===== config.mk =====
export PLATFORM = sky130hd
export DESIGN_NAME = target_report_sched
export DESIGN_NICKNAME = d
export VERILOG_FILES = /design/src/rtl/target_report_sched.sv
export SDC_FILE = /design/constraint.sdc
export NUM_CORES = 1
export LEC_CHECK = 0
export ABC_AREA = 0
export BUFFER_PORTS_ARGS = -buffer_cell sky130_fd_sc_hd__buf_4
export CAP_MARGIN = 20
export CORE_MARGIN = 3
export CORE_UTILIZATION = 35
export CTS_CLUSTER_SIZE = 14
export DETAILED_ROUTE_END_ITERATION = 16
export PLACE_DENSITY_LB_ADDON = 0.2
export SLEW_MARGIN = 20
export SYNTH_ARGS = -nofsm -noshare
export SYNTH_HDL_FRONTEND = slang
export SYNTH_SLANG_ARGS = --single-unit

===== constraint.sdc =====
create_clock -name clk_in -period 4.6 [get_ports clk_in]
set_input_delay 0.92 -clock clk_in [delete_from_list [all_inputs] [get_ports clk_in]]
set_output_delay 0.92 -clock clk_in [all_outputs]
set_load 0.005 [all_outputs]

===== src/rtl/target_report_sched.sv =====
// Purpose: frame-boundary snapshot of the detector target table, detector clear pulse, then per-slot serial report.
// Latency: vsync at edge k -> det_clear_out during cycle k+1 -> first beat valid from cycle k+2; back-to-back beats, no bubbles.
// Backpressure: rpt_* registers hold while rpt_valid_out & !rpt_ready_in; a vsync during a report is dropped and flagged on overrun_out.
// Build option: define TARGET_AGEING_EN to keep missing targets alive (stale, last coords) for up to MAX_MISS frames.
module target_report_sched #(
    parameter int NUM_TARGETS = 4,
    parameter int COORD_W     = 11,
    parameter int MAX_MISS    = 3,
    localparam int IDX_W      = $clog2(NUM_TARGETS)
) (
    input  logic               clk_in,
    input  logic               rst_n_in,
    input  logic               vsync_in,
    input  logic [COORD_W-1:0] tgt_hcount_in   [NUM_TARGETS],
    input  logic [COORD_W-1:0] tgt_vcount_in   [NUM_TARGETS],
    input  logic [COORD_W-1:0] tgt_diameter_in [NUM_TARGETS],
    input  logic               tgt_valid_in    [NUM_TARGETS],
    output logic               det_clear_out,
    output logic               rpt_valid_out,
    input  logic               rpt_ready_in,
    output logic [IDX_W-1:0]   rpt_index_out,
    output logic [COORD_W-1:0] rpt_hcount_out,
    output logic [COORD_W-1:0] rpt_vcount_out,
    output logic [COORD_W-1:0] rpt_diameter_out,
    output logic               rpt_live_out,
    output logic               rpt_stale_out,
    output logic               rpt_last_out,
    output logic [15:0]        frame_count_out,
    output logic               overrun_out
);

    typedef struct packed {
        logic [COORD_W-1:0] hcount;
        logic [COORD_W-1:0] vcount;
        logic [COORD_W-1:0] diameter;
    } tgt_t;

    typedef enum logic [1:0] {
        ST_IDLE,
        ST_CLEAR,
        ST_SEND
    } state_t;

    // Unsupported parameter sets are rejected at elaboration.
    if (NUM_TARGETS < 2 || MAX_MISS < 1 || MAX_MISS > 15) begin : g_param_check
        $error("target_report_sched: NUM_TARGETS must be >= 2 and MAX_MISS in 1..15");
    end

    state_t                 state_q, state_nxt;
    tgt_t                   shadow_q   [NUM_TARGETS];
    tgt_t                   shadow_nxt [NUM_TARGETS];
    logic [NUM_TARGETS-1:0] live_q, live_nxt;
    logic [NUM_TARGETS-1:0] stale_q, stale_nxt;
    logic [IDX_W-1:0]       ptr_q;
    logic [IDX_W-1:0]       first_nxt;
    logic [IDX_W-1:0]       above_ptr;
    logic [IDX_W-1:0]       load_idx;
    logic                   load_has_above;
    logic                   snap_en;
    logic                   load_en;
    logic                   hs;

`ifdef TARGET_AGEING_EN
    localparam logic [3:0] MISS_LIMIT = 4'(MAX_MISS);
    logic [3:0] miss_q   [NUM_TARGETS];
    logic [3:0] miss_nxt [NUM_TARGETS];
`endif

    // Lowest set slot at or above lo (0 when none).
    function automatic logic [IDX_W-1:0] first_live_from(input logic [NUM_TARGETS-1:0] mask, input int lo);
        logic [IDX_W-1:0] res;
        res = '0;
        for (int i = NUM_TARGETS - 1; i >= 0; i--) begin
            if (i >= lo && mask[i]) begin
                res = IDX_W'(i);
            end
        end
        return res;
    endfunction

    // True when any slot at or above lo is set.
    function automatic logic has_live_from(input logic [NUM_TARGETS-1:0] mask, input int lo);
        logic res;
        res = 1'b0;
        for (int i = 0; i < NUM_TARGETS; i++) begin
            if (i >= lo && mask[i]) begin
                res = 1'b1;
            end
        end
        return res;
    endfunction

    assign hs             = rpt_valid_out && rpt_ready_in;
    assign first_nxt      = first_live_from(live_nxt, 0);
    assign above_ptr      = first_live_from(live_q, int'(ptr_q) + 1);
    assign load_has_above = has_live_from(live_q, int'(load_idx) + 1);

    // Table contents the next snapshot would capture, including miss ageing.
    always_comb begin
        for (int i = 0; i < NUM_TARGETS; i++) begin
            shadow_nxt[i] = shadow_q[i];
            live_nxt[i]   = live_q[i];
            stale_nxt[i]  = stale_q[i];
`ifdef TARGET_AGEING_EN
            miss_nxt[i] = miss_q[i];
            if (tgt_valid_in[i]) begin
                shadow_nxt[i] = {tgt_hcount_in[i], tgt_vcount_in[i], tgt_diameter_in[i]};
                live_nxt[i]   = 1'b1;
                stale_nxt[i]  = 1'b0;
                miss_nxt[i]   = 4'd0;
            end else if (live_q[i]) begin
                miss_nxt[i]  = miss_q[i] + 4'd1;
                stale_nxt[i] = 1'b1;
                if ((miss_q[i] + 4'd1) == MISS_LIMIT) begin
                    live_nxt[i] = 1'b0;
                end
            end
`else
            live_nxt[i]  = tgt_valid_in[i];
            stale_nxt[i] = 1'b0;
            if (tgt_valid_in[i]) begin
                shadow_nxt[i] = {tgt_hcount_in[i], tgt_vcount_in[i], tgt_diameter_in[i]};
            end
`endif
        end
    end

    // Frame sequencing: snapshot on vsync in IDLE, one clear cycle, then stream until the last beat is taken.
    always_comb begin
        state_nxt = state_q;
        snap_en   = 1'b0;
        load_en   = 1'b0;
        load_idx  = ptr_q;
        case (state_q)
            ST_IDLE: begin
                if (vsync_in) begin
                    state_nxt = ST_CLEAR;
                    snap_en   = 1'b1;
                end
            end
            ST_CLEAR: begin
                state_nxt = ST_SEND;
                load_en   = 1'b1;
                load_idx  = ptr_q;
            end
            ST_SEND: begin
                if (hs) begin
                    if (rpt_last_out) begin
                        state_nxt = ST_IDLE;
                    end else begin
                        load_en  = 1'b1;
                        load_idx = above_ptr;
                    end
                end
            end
            default: state_nxt = ST_IDLE;
        endcase
    end

    // State register.
    always_ff @(posedge clk_in) begin
        if (!rst_n_in) begin
            state_q <= ST_IDLE;
        end else begin
            state_q <= state_nxt;
        end
    end

    // Shadow table, live/stale masks and report pointer.
    always_ff @(posedge clk_in) begin
        if (!rst_n_in) begin
            for (int i = 0; i < NUM_TARGETS; i++) begin
                shadow_q[i] <= '0;
            end
            live_q  <= '0;
            stale_q <= '0;
            ptr_q   <= '0;
        end else if (snap_en) begin
            for (int i = 0; i < NUM_TARGETS; i++) begin
                shadow_q[i] <= shadow_nxt[i];
            end
            live_q  <= live_nxt;
            stale_q <= stale_nxt;
            ptr_q   <= first_nxt;
        end else if (load_en) begin
            ptr_q <= load_idx;
        end
    end

`ifdef TARGET_AGEING_EN
    // Consecutive-miss counters, advanced only at snapshot.
    always_ff @(posedge clk_in) begin
        if (!rst_n_in) begin
            for (int i = 0; i < NUM_TARGETS; i++) begin
                miss_q[i] <= 4'd0;
            end
        end else if (snap_en) begin
            for (int i = 0; i < NUM_TARGETS; i++) begin
                miss_q[i] <= miss_nxt[i];
            end
        end
    end
`endif

    // Report beat registers: loaded on entry to SEND and on each non-final handshake.
    always_ff @(posedge clk_in) begin
        if (!rst_n_in) begin
            rpt_valid_out    <= 1'b0;
            rpt_index_out    <= '0;
            rpt_hcount_out   <= '0;
            rpt_vcount_out   <= '0;
            rpt_diameter_out <= '0;
            rpt_live_out     <= 1'b0;
            rpt_stale_out    <= 1'b0;
            rpt_last_out     <= 1'b0;
        end else if (load_en) begin
            rpt_valid_out <= 1'b1;
            if (live_q == '0) begin
                // Empty frame still produces one null beat so the consumer sees every frame.
                rpt_index_out    <= '0;
                rpt_hcount_out   <= '0;
                rpt_vcount_out   <= '0;
                rpt_diameter_out <= '0;
                rpt_live_out     <= 1'b0;
                rpt_stale_out    <= 1'b0;
                rpt_last_out     <= 1'b1;
            end else begin
                rpt_index_out    <= load_idx;
                rpt_hcount_out   <= shadow_q[load_idx].hcount;
                rpt_vcount_out   <= shadow_q[load_idx].vcount;
                rpt_diameter_out <= shadow_q[load_idx].diameter;
                rpt_live_out     <= 1'b1;
                rpt_stale_out    <= stale_q[load_idx];
                rpt_last_out     <= !load_has_above;
            end
        end else if (hs && rpt_last_out) begin
            rpt_valid_out <= 1'b0;
        end
    end

    // Detector clear: one cycle after an accepted frame boundary.
    always_ff @(posedge clk_in) begin
        if (!rst_n_in) begin
            det_clear_out <= 1'b0;
        end else begin
            det_clear_out <= snap_en;
        end
    end

    // Frame counter and sticky overrun flag.
    always_ff @(posedge clk_in) begin
        if (!rst_n_in) begin
            frame_count_out <= 16'd0;
            overrun_out     <= 1'b0;
        end else if (vsync_in) begin
            frame_count_out <= frame_count_out + 16'd1;
            if (state_q != ST_IDLE) begin
                overrun_out <= 1'b1;
            end
        end
    end

endmodule


==> summary.txt, run 1 <==
Setup path
  • WS Path Type: flip-flop to flip-flop
  • Worst EP arrival: 3.26 ns
  • Reg2reg end: rpt_vcount_out[8]
  • Critical Path RT: 4.89 ns
  • Crit path max fanout: 37
  • R2R depth: 7
  • Endpoint class of the critical path: flip-flop
  • Reg2reg setup slack: 1.63 ns
  • R2R Path Start: state_q[0]
  • Crit path launch type: flip-flop

Power and ir drop
  • Pleak: 4.92 nW
  • VDD IR max: 0.192 mV
  • Power, Total: 4.04 mW
  • Pwr/cell area: 364 mW/mm²

Clocking
  • Clock root buffer: clkbuf_16
  • Post-CTS setup buffers: 0
  • CTS buffer count: 17
  • Bufs on Longest Clock Path: 2
  • Clock-pin slew on the worst setup and hold paths: 0.08 ns
  • # hold bufs at CTS: 0
  • Htree depth: 4
  • CTS Sinks: 196
  • Latest clock arrival within the worst-skew pair: 0.43 ns
  • CTS resizes: 0
  • CTS tree: yes

Synth
  • Netlist Area Pre-Place: 0.00880 mm²
  • Most common cell in the netlist: and3_1
  • Post-synth top area cell: edfxtp_1
  • Seq/Total Area, Yosys: 59.6%
  • Share of the synthesized area in the top cell type: 45.0%
  • Syn_nets: 920
  • Synth Flop Type: edfxtp_1
  • Distinct cells, synth: 50
  • Dominant cells by area after synthesis: edfxtp_1 (45%), dfxtp_1 (15%), and3_1 (9.6%)
  • Synthesized flop and latch total: 196
  • FFs w/ async S/R, synth: 0%
  • Synth warn: 0
  • Post-synth EDFFs: 132
  • Top post-synthesis cells by count: and3_1 (135), edfxtp_1 (132), dfxtp_1 (64), nand2_1 (59), inv_1 (40)
  • Avg Inst Size Synth: 11.3 µm²
  • Cells after Synth: 776

Timing
  • Final setup vio count: 0
  • Unrepaired setup endpoints after global routing: no
  • Layout Skew: 0.0140 ns
  • Worst Slack Setup Final: 1.63 ns
  • Worst slew margin: 31.3%
  • Slew @ Worst Pin: 1.01 ns
  • Setup TNS: 0 ns
  • Tmin final: 2.97 ns
  • Final hold vios: 0
  • Max-slew violations: 0
  • Maximum clock frequency: 0.336 GHz
  • Final Cycle Share: 64.7%

Min path
  • Cell depth of the worst hold path: 2
  • Min-delay src: live_q[0]
  • Hold/Removal Path Class: flip-flop to flip-flop
  • Hold Path Sink: live_q[0]

Die
  • Die area: 0.0271 mm²
  • Core box area: 0.0245 mm²
  • Initial Utilization: 35.9%
  • Die H: 165 µm
  • IO Pins: 197
  • Die X: 165 µm
  • Row cnt: 57

Flow run
  • Total of max-cap violations: 0

Detailed routing
  • Initial DRC Count: 654
  • DR WL/cell: 20.1 µm
  • Pre-antenna DRT Iters: 5
  • Routed vias/inst: 5.21
  • Antenna violation net count after detailed routing: 0
  • Routed wire length: 25500 µm
  • Remaining DRCs: 0
  • Vias: 6627

Global route
  • Initial antenna violation count: 0
  • First-pass GRT wire length: 38100 µm
  • Largest net degree at the start of global routing: 61
  • Total gr overflow: 0
  • Tot GR Track Use: 18.7%
  • Vias in the first global route: 6398

Cells and area
  • Nets: 1078
  • Design area: 0.0111 mm²
  • Area Growth Syn to Fin: 26.1%
  • # fillers: 2337
  • Share of cells above drive strength 1: 26.7%

Placed design
  • PortBufs: 195
  • Final GP Congestion: 0.785
  • Dpl ws: 1.31 ns
  • DP HPWL: 17800 µm
  • DP Area: 0.0105 mm²

Status
  • Outcome: finished, final reports clean
[state kept, by name, indices dropped and copies added, names as in the netlist]
| signal | count |
|---|---|
| det_clear_out | 1 |
| rpt_last_out | 1 |
| state_q | 2 |
| ptr_q | 2 |
| shadow_q | 132 |
| frame_count_out | 16 |
| rpt_live_out | 1 |
| rpt_index_out | 2 |
| rpt_hcount_out | 11 |
| overrun_out | 1 |
| live_q | 4 |
| rpt_valid_out | 1 |
| rpt_vcount_out | 11 |
| rpt_diameter_out | 11 |
[layer usage]
| layer | up-vias | routed length, µm | track usage (%) |
|---|---|---|---|
| li1 | 3207 | - | - |
| met1 | 3130 | 12300 | 28.5 |
| met2 | 259 | 11000 | 25.9 |
| met3 | 31 | 1640 | 4.31 |
| met4 | 0 | 589 | 6.14 |
| met5 | - | 0 | 0 |
[cell families after synthesis]
group	Yosys count	share of synthesized area, %
xor+xnor	12	1.19
other cells	1	0.0426
compound gates	168	13.4
fa+ha+maj	4	0.569
flops	196	59.6
simple gates	250	15.6
mux	36	4.24
buf+inv	109	5.36
[cells in the final DEF (no fill, tap or decap), drive strengths merged]
cell and instances:
and4b 1, dfxtp 64, o211ai 34, and3 135, nor3 5, buf 207, a31oi 1, a211o 2
a21bo 1, a211oi 1, a21oi 17, nor4 1, mux2i 36, nor2b 2, o221ai 33, a22oi 34
inv 46, a21boi 1, clkinv 4, conb 1, nor2 23, or4 1, nand3 10, ha 4
o32ai 1, xor2 7, or3 4, clkbuf 23, a2bb2oi 1, nand4 4, xnor2 5, nand2b 2
o21ai 40, nand4b 1, nand2 60, diode 1, edfxtp 132, nor3b 1, o21a 2
[per-stage QoR]
stage	utilization [%]	hold slack, ns	std cells
finish	45.2	0.456	1272
global route	45.2	0.491	1271
CTS	45.2	0.456	1271
detailed placement	42.7	0.445	1239
global placement	42.7	0.441	1239
floorplan	-	0.433	776
[where the power goes]
part	switching, mW	leakage [nW]	internal, mW
Clock	0.673	0.309	0.849
Sequential	0.0486	1.90	1.99
Combinational	0.287	2.71	0.199
[layout make-up]
type	count	area, µm²	area share (%)
repair buffers	207	1550	14.0
clock inverters	9	76.3	0.688
clock buffers	23	543	4.89
diodes	1	2.50	0.0225
inverters	41	154	1.39
flip-flops and latches	196	5250	47.2
multi-input cells	471	3120	28.1
well taps	324	405	3.65
[worst max-delay path, stage by stage, from the launching register on]
cell and delay, ns:
dfxtp_1 0.33, inv_1 0.08, ha_1 0.24, nand4b_4 0.50, mux2i_4 0.99, o221ai_1 0.29
a22oi_1 0.28, o21ai_1 0.10
[worst max-delay path by stage]
stage	to	slack (ns)	cells past startpoint	start
2_1_floorplan	shadow_q[2][0]	0.56	3	tgt_valid_in[1]
3_3_place_gp	rpt_vcount_out[8]	1.22	6	rpt_ready_in
3_5_place_dp	rpt_vcount_out[8]	1.31	6	rpt_ready_in
4_1_cts	rpt_vcount_out[8]	1.67	7	state_q[0]
5_1_grt	rpt_vcount_out[8]	1.45	7	state_q[0]
6_report	rpt_vcount_out[8]	1.63	7	state_q[0]
(Power assumes the default switching activity.)
==> run 2: changes to the inputs <==
- clock period: 4.6 -> 2.7 ns (I/O delays scaled with it)
==> run 2 against run 1 <==
Net effect: hold slack worse by 0.051 ns; sequential power grew 70%; critical path depth unchanged; maximum frequency up 30%; cell count rose by 0.31%; die area did not move; largest cell class unchanged; largest power group unchanged; highest routed layer unchanged.
==> summary.txt, run 2 (synthesis gave the netlist of run 1 again) <==
Status
  • Outcome: finished, final reports clean (unchanged)

Detailed routing
  • Antenna violation net count after detailed routing: 0 (unchanged)
  • Routed vias/inst: 5.16 (was 5.21)
  • Initial DRC Count: 475 (was 654)
  • Routed wire length: 24800 µm (was 25500 µm)
  • Remaining DRCs: 0 (unchanged)
  • DR WL/cell: 19.4 µm (was 20.1 µm)
  • Vias: 6579 (was 6627)
  • Pre-antenna DRT Iters: 5 (unchanged)

Die
  • Die X: 165 µm (unchanged)
  • Die H: 165 µm (unchanged)
  • IO Pins: 197 (unchanged)
  • Core box area: 0.0245 mm² (unchanged)
  • Initial Utilization: 35.9% (unchanged)
  • Die area: 0.0271 mm² (unchanged)
  • Row cnt: 57 (unchanged)

Cells and area
  • Most frequent cells in the layout: buf_4 (211), and3_1 (135), edfxtp_1 (132) (was buf_4 (207), and3_1 (135), edfxtp_1 (132))
  • Diode count: 0 (was 1)
  • Nets: 1083 (was 1078)
  • Commonest non-fill, non-tap cell in the layout: buf_4 (unchanged)
  • Utilization after layout: 45.4% (was 45.2%)
  • Area Growth Syn to Fin: 26.5% (was 26.1%)
  • Design area: 0.0111 mm² (about the same)
  • Max reg flops: 132 (unchanged)
  • Top flop regs: shadow_q x132, frame_count_out x16 (unchanged)
  • Share of cells above drive strength 1: 27.2% (was 26.7%)
  • Largest Register: shadow_q (unchanged)
  • Post-route insts no fill: 1276 (was 1272)

Clocking
  • Post-CTS setup buffers: 0 (unchanged)
  • Latest clock arrival within the worst-skew pair: 0.44 ns (was 0.43 ns)
  • Htree depth: 4 (unchanged)
  • Clock-pin slew on the worst setup and hold paths: 0.08 ns (about the same)
  • CTS resizes: 0 (unchanged)
  • Clock root buffer: clkbuf_16 (unchanged)
  • CTS Sinks: 196 (unchanged)
  • CTS buffer count: 17 (unchanged)
  • Bufs on Longest Clock Path: 2 (unchanged)
  • # hold bufs at CTS: 0 (unchanged)
  • CTS tree: yes (unchanged)

Timing
  • Final setup vio count: 0 (unchanged)
  • Final hold vios: 0 (unchanged)
  • Worst slew margin: 47.5% (was 31.3%)
  • Slew @ Worst Pin: 0.785 ns (was 1.01 ns)
  • Layout Skew: 0.0175 ns (was 0.0140 ns)
  • Unrepaired setup endpoints after global routing: no (unchanged)
  • Max-slew violations: 0 (unchanged)
  • Final Cycle Share: 84.8% (was 64.7%)
  • Tmin final: 2.29 ns (was 2.97 ns)
  • Worst Slack Setup Final: 0.411 ns (was 1.63 ns)
  • Setup TNS: 0 ns (unchanged)
  • Maximum clock frequency: 0.437 GHz (was 0.336 GHz)
  • Hold Slack: 0.404 ns (was 0.456 ns)

Global route
  • Largest net degree at the start of global routing: 53 (was 61)
  • Tot GR Track Use: 18.0% (was 18.7%)
  • Vias in the first global route: 6089 (was 6398)
  • Total gr overflow: 0 (unchanged)
  • First-pass GRT wire length: 36900 µm (was 38100 µm)
  • Initial antenna violation count: 0 (unchanged)

Placed design
  • Final GP Congestion: 0.811 (was 0.785)
  • PortBufs: 195 (unchanged)
  • DP Area: 0.0105 mm² (about the same)
  • DP HPWL: 16800 µm (was 17800 µm)
  • Dpl cells: 1244 (was 1239)
  • Dpl ws: 0.442 ns (was 1.31 ns)

Setup path
  • Crit path launch type: flip-flop (unchanged)
  • Endpoint class of the critical path: flip-flop (unchanged)
  • Crit path max fanout: 33 (was 37)
  • Worst EP arrival: 2.65 ns (was 3.26 ns)
  • WS Path Type: flip-flop to flip-flop (unchanged)
  • Critical Path RT: 3.06 ns (was 4.89 ns)

Power and ir drop
  • VDD IR max: 0.311 mV (was 0.192 mV)
  • Pwr/cell area: 615 mW/mm² (was 364 mW/mm²)
  • Pleak: 4.93 nW (was 4.92 nW)
  • Power, Total: 6.85 mW (was 4.04 mW)

Min path
  • Hold/Removal Path Class: primary input to flip-flop (was flip-flop to flip-flop)

Flow run
  • Total of max-cap violations: 0 (unchanged)
run 2: critical path: stages, from the launching register on:
cell and delay, ns:
dfxtp_1 0.38, inv_1 0.08, ha_1 0.25, and4b_1 0.27, o21a_2 0.28, nor2_4 0.61, a22oi_1 0.20, o21ai_1 0.12
run 2: area by class of cell:
type / count / area, µm²
fill: 2322 / 13400
timing repair buffer: 212 / 1600
sequential: 196 / 5250
multi-input combinational: 471 / 3120
tap: 324 / 405
clock inverter: 15 / 184
clock buffer: 17 / 425
inverter: 41 / 154
run 2: metal layers:
layer | part of all wire (%) | track usage (%)
met1 | 48 | 27.2
met2 | 44 | 25.6
met3 | 6.7 | 4.82
met4 | 1.6 | 4.42
met5 | 0 | 0
run 2: worst paths after layout:
check	depth (start not counted)	from	end	slack [ns]
max reg2reg	7	state_q[0]	rpt_hcount_out[2]	0.41
min	2	tgt_diameter_in[0]	shadow_q[3][0]	0.40
max	7	state_q[0]	rpt_hcount_out[2]	0.41
min reg2reg	2	live_q[0]	live_q[0]	0.45
run 2: power by group:
part	leakage [nW]	switching (mW)	internal (mW)	total, mW
sequential	1.90	0.0743	3.38	3.45
combinational	2.74	0.502	0.348	0.850
clock	0.292	1.29	1.26	2.55
==> run 3: changes to the inputs <==
- clock period: 2.7 -> 2.2 ns (I/O delays scaled with it)
==> run 3 against run 2 <==
Net effect: global-route usage down 0.19 points; total power up 24%; setup slack worse by 0.23 ns; design area up 1.9%; combinational power up 29%; utilization up 0.87 points; routed wire length down 0.47%; first-iteration DRC count down 4.4%; largest power group unchanged.
==> summary.txt, run 3 (synthesis gave the netlist of run 1 again) <==
Power and ir drop
  • Pleak: 5.03 nW (was 4.93 nW)
  • Switching pwr: 2.17 mW (was 1.86 mW)
  • VDD IR max: 0.451 mV (was 0.311 mV)
  • Clock Power Share: 37.3% (was 37.2%)
  • Sequential fraction of design power: 49.9% (was 50.4%)
  • Switch share: 25.5% (was 27.2%)
  • Internal power: 6.34 mW (was 4.99 mW)
  • Pwr/cell area: 750 mW/mm² (was 615 mW/mm²)
  • Comb power frac: 12.9% (was 12.4%)

Timing
  • Maximum clock frequency: 0.495 GHz (was 0.437 GHz)
  • Final Cycle Share: 91.8% (was 84.8%)
  • Final setup vio count: 0 (unchanged)
  • Worst slew margin: 62.4% (was 47.5%)
  • Final hold vios: 0 (unchanged)
  • Slew @ Worst Pin: 0.559 ns (was 0.785 ns)
  • Tmin final: 2.02 ns (was 2.29 ns)
  • Unrepaired setup endpoints after global routing: no (unchanged)
  • Max-slew violations: 0 (unchanged)
  • Setup TNS: 0 ns (unchanged)
  • Layout Skew: 0.00822 ns (was 0.0175 ns)

Cells and area
  • Max reg flops: 132 (unchanged)
  • Nets: 1095 (was 1083)
  • Diode count: 0 (unchanged)
  • Area Growth Syn to Fin: 29.0% (was 26.5%)
  • Largest Register: shadow_q (unchanged)
  • Utilization after layout: 46.3% (was 45.4%)
  • Most frequent cells in the layout: buf_4 (214), and3_1 (135), edfxtp_1 (132) (was buf_4 (211), and3_1 (135), edfxtp_1 (132))
  • Commonest non-fill, non-tap cell in the layout: buf_4 (unchanged)
  • Share of cells above drive strength 1: 28.2% (was 27.2%)
  • Top flop regs: shadow_q x132, frame_count_out x16 (unchanged)

Setup path
  • Worst EP arrival: 2.34 ns (was 2.65 ns)
  • Endpoint class of the critical path: flip-flop (unchanged)
  • Crit path launch type: flip-flop (unchanged)
  • Crit path max fanout: 13 (was 33)
  • Critical Path RT: 2.52 ns (was 3.06 ns)
  • WS Path Type: flip-flop to flip-flop (unchanged)

Detailed routing
  • Routed vias/inst: 5.13 (was 5.16)
  • Antenna violation net count after detailed routing: 0 (unchanged)
  • Initial DRC Count: 454 (was 475)
  • DR WL/cell: 19.1 µm (was 19.4 µm)
  • Routed wire length: 24700 µm (was 24800 µm)
  • Vias: 6603 (was 6579)
  • Remaining DRCs: 0 (unchanged)
  • Pre-antenna DRT Iters: 5 (unchanged)

Clocking
  • Latest clock arrival within the worst-skew pair: 0.44 ns (about the same)
  • CTS buffer count: 17 (unchanged)
  • CTS Sinks: 196 (unchanged)
  • CTS tree: yes (unchanged)
  • # hold bufs at CTS: 0 (unchanged)
  • Bufs on Longest Clock Path: 2 (unchanged)
  • Clock root buffer: clkbuf_16 (unchanged)
  • Clock-pin slew on the worst setup and hold paths: 0.08 ns (about the same)
  • Htree depth: 4 (unchanged)

Global route
  • First-pass GRT wire length: 36500 µm (was 36900 µm)
  • Largest net degree at the start of global routing: 48 (was 53)
  • Vias in the first global route: 6202 (was 6089)
  • Initial antenna violation count: 0 (unchanged)
  • Tot GR Track Use: 17.8% (was 18.0%)
  • Total gr overflow: 0 (unchanged)

Die
  • IO Pins: 197 (unchanged)
  • Row cnt: 57 (unchanged)
  • Initial Utilization: 35.9% (unchanged)
  • Die H: 165 µm (unchanged)
  • Die X: 165 µm (unchanged)
  • Die area: 0.0271 mm² (unchanged)
  • Core box area: 0.0245 mm² (unchanged)

Flow run
  • Total of max-cap violations: 0 (unchanged)

Min path
  • Hold/Removal Path Class: primary input to flip-flop (unchanged)

Placed design
  • PortBufs: 195 (unchanged)
  • DP HPWL: 17200 µm (was 16800 µm)
  • Final GP Congestion: 0.795 (was 0.811)

Status
  • Outcome: finished, final reports clean (unchanged)
==> run 3: what timing repair did <==
item,4_1_cts,5_1_grt
setup buffers,0,3
endpoints found under the setup margin,0,33
resized for setup,0,1
==> run 3: power by group through the flow <==
stage | clock (mW) | sequential, mW | combinational (mW)
global placement | 0 | 4.32 | 1.07
floorplan | 0 | 4.29 | 0.588
global route | 3.36 | 4.27 | 1.20
CTS | 3.23 | 4.24 | 1.07
finish | 3.17 | 4.24 | 1.10
detailed placement | 0 | 4.32 | 1.07
==> run 3: layout make-up <==
type	instances	area, µm²
multi-input combinational	472	3150
tap	324	405
sequential	196	5250
fill	2365	13200
inverter	41	154
clock buffer	18	429
clock inverter	14	171
timing repair buffer	223	1790
==> run 3: critical path, stage by stage (launching register included) <==
cell and delay [ns]:
dfxtp_1 0.32, inv_1 0.08, ha_1 0.24, nand4b_4 0.18
nand2_1 0.14, a21boi_4 0.21, buf_12 0.15, buf_12 0.15
mux2i_1 0.33, o21ai_1 0.09
==> run 3: path summary, 6_finish.rpt <==
kind | start | end | slack, ns | depth (start not counted)
setup / recovery | state_q[0] | rpt_diameter_out[9] | 0.18 | 9
hold / removal | tgt_vcount_in[7] | shadow_q[3][18] | 0.31 | 2
setup reg to reg | state_q[0] | rpt_diameter_out[9] | 0.18 | 9
hold reg to reg | rpt_live_out | rpt_live_out | 0.46 | 2
==> run 3: per-stage QoR <==
| step | std cells | power (mW) | hold slack, ns | area [µm²] | worst slack [ns] |
|---|---|---|---|---|---|
| floorplan | 776 | 4.88 | 0.433 | 8830 | 0.0603 |
| global placement | 1251 | 5.39 | 0.443 | 10700 | 0.0714 |
| detailed placement | 1251 | 5.39 | 0.451 | 10700 | 0.0588 |
| CTS | 1283 | 8.54 | 0.291 | 11300 | 0.0443 |
| global route | 1288 | 8.83 | 0.301 | 11400 | 0.0279 |
| finish | 1288 | 8.51 | 0.309 | 11400 | 0.180 |
==> run 3: routing by layer <==
metal,vias to the layer above,wire [µm],GRT usage (%)
met2,184,10900,25.5
met4,0,602,6.44
met5,-,0,0
met3,29,1250,3.49
li1,3255,-,-
met1,3135,11900,26.8
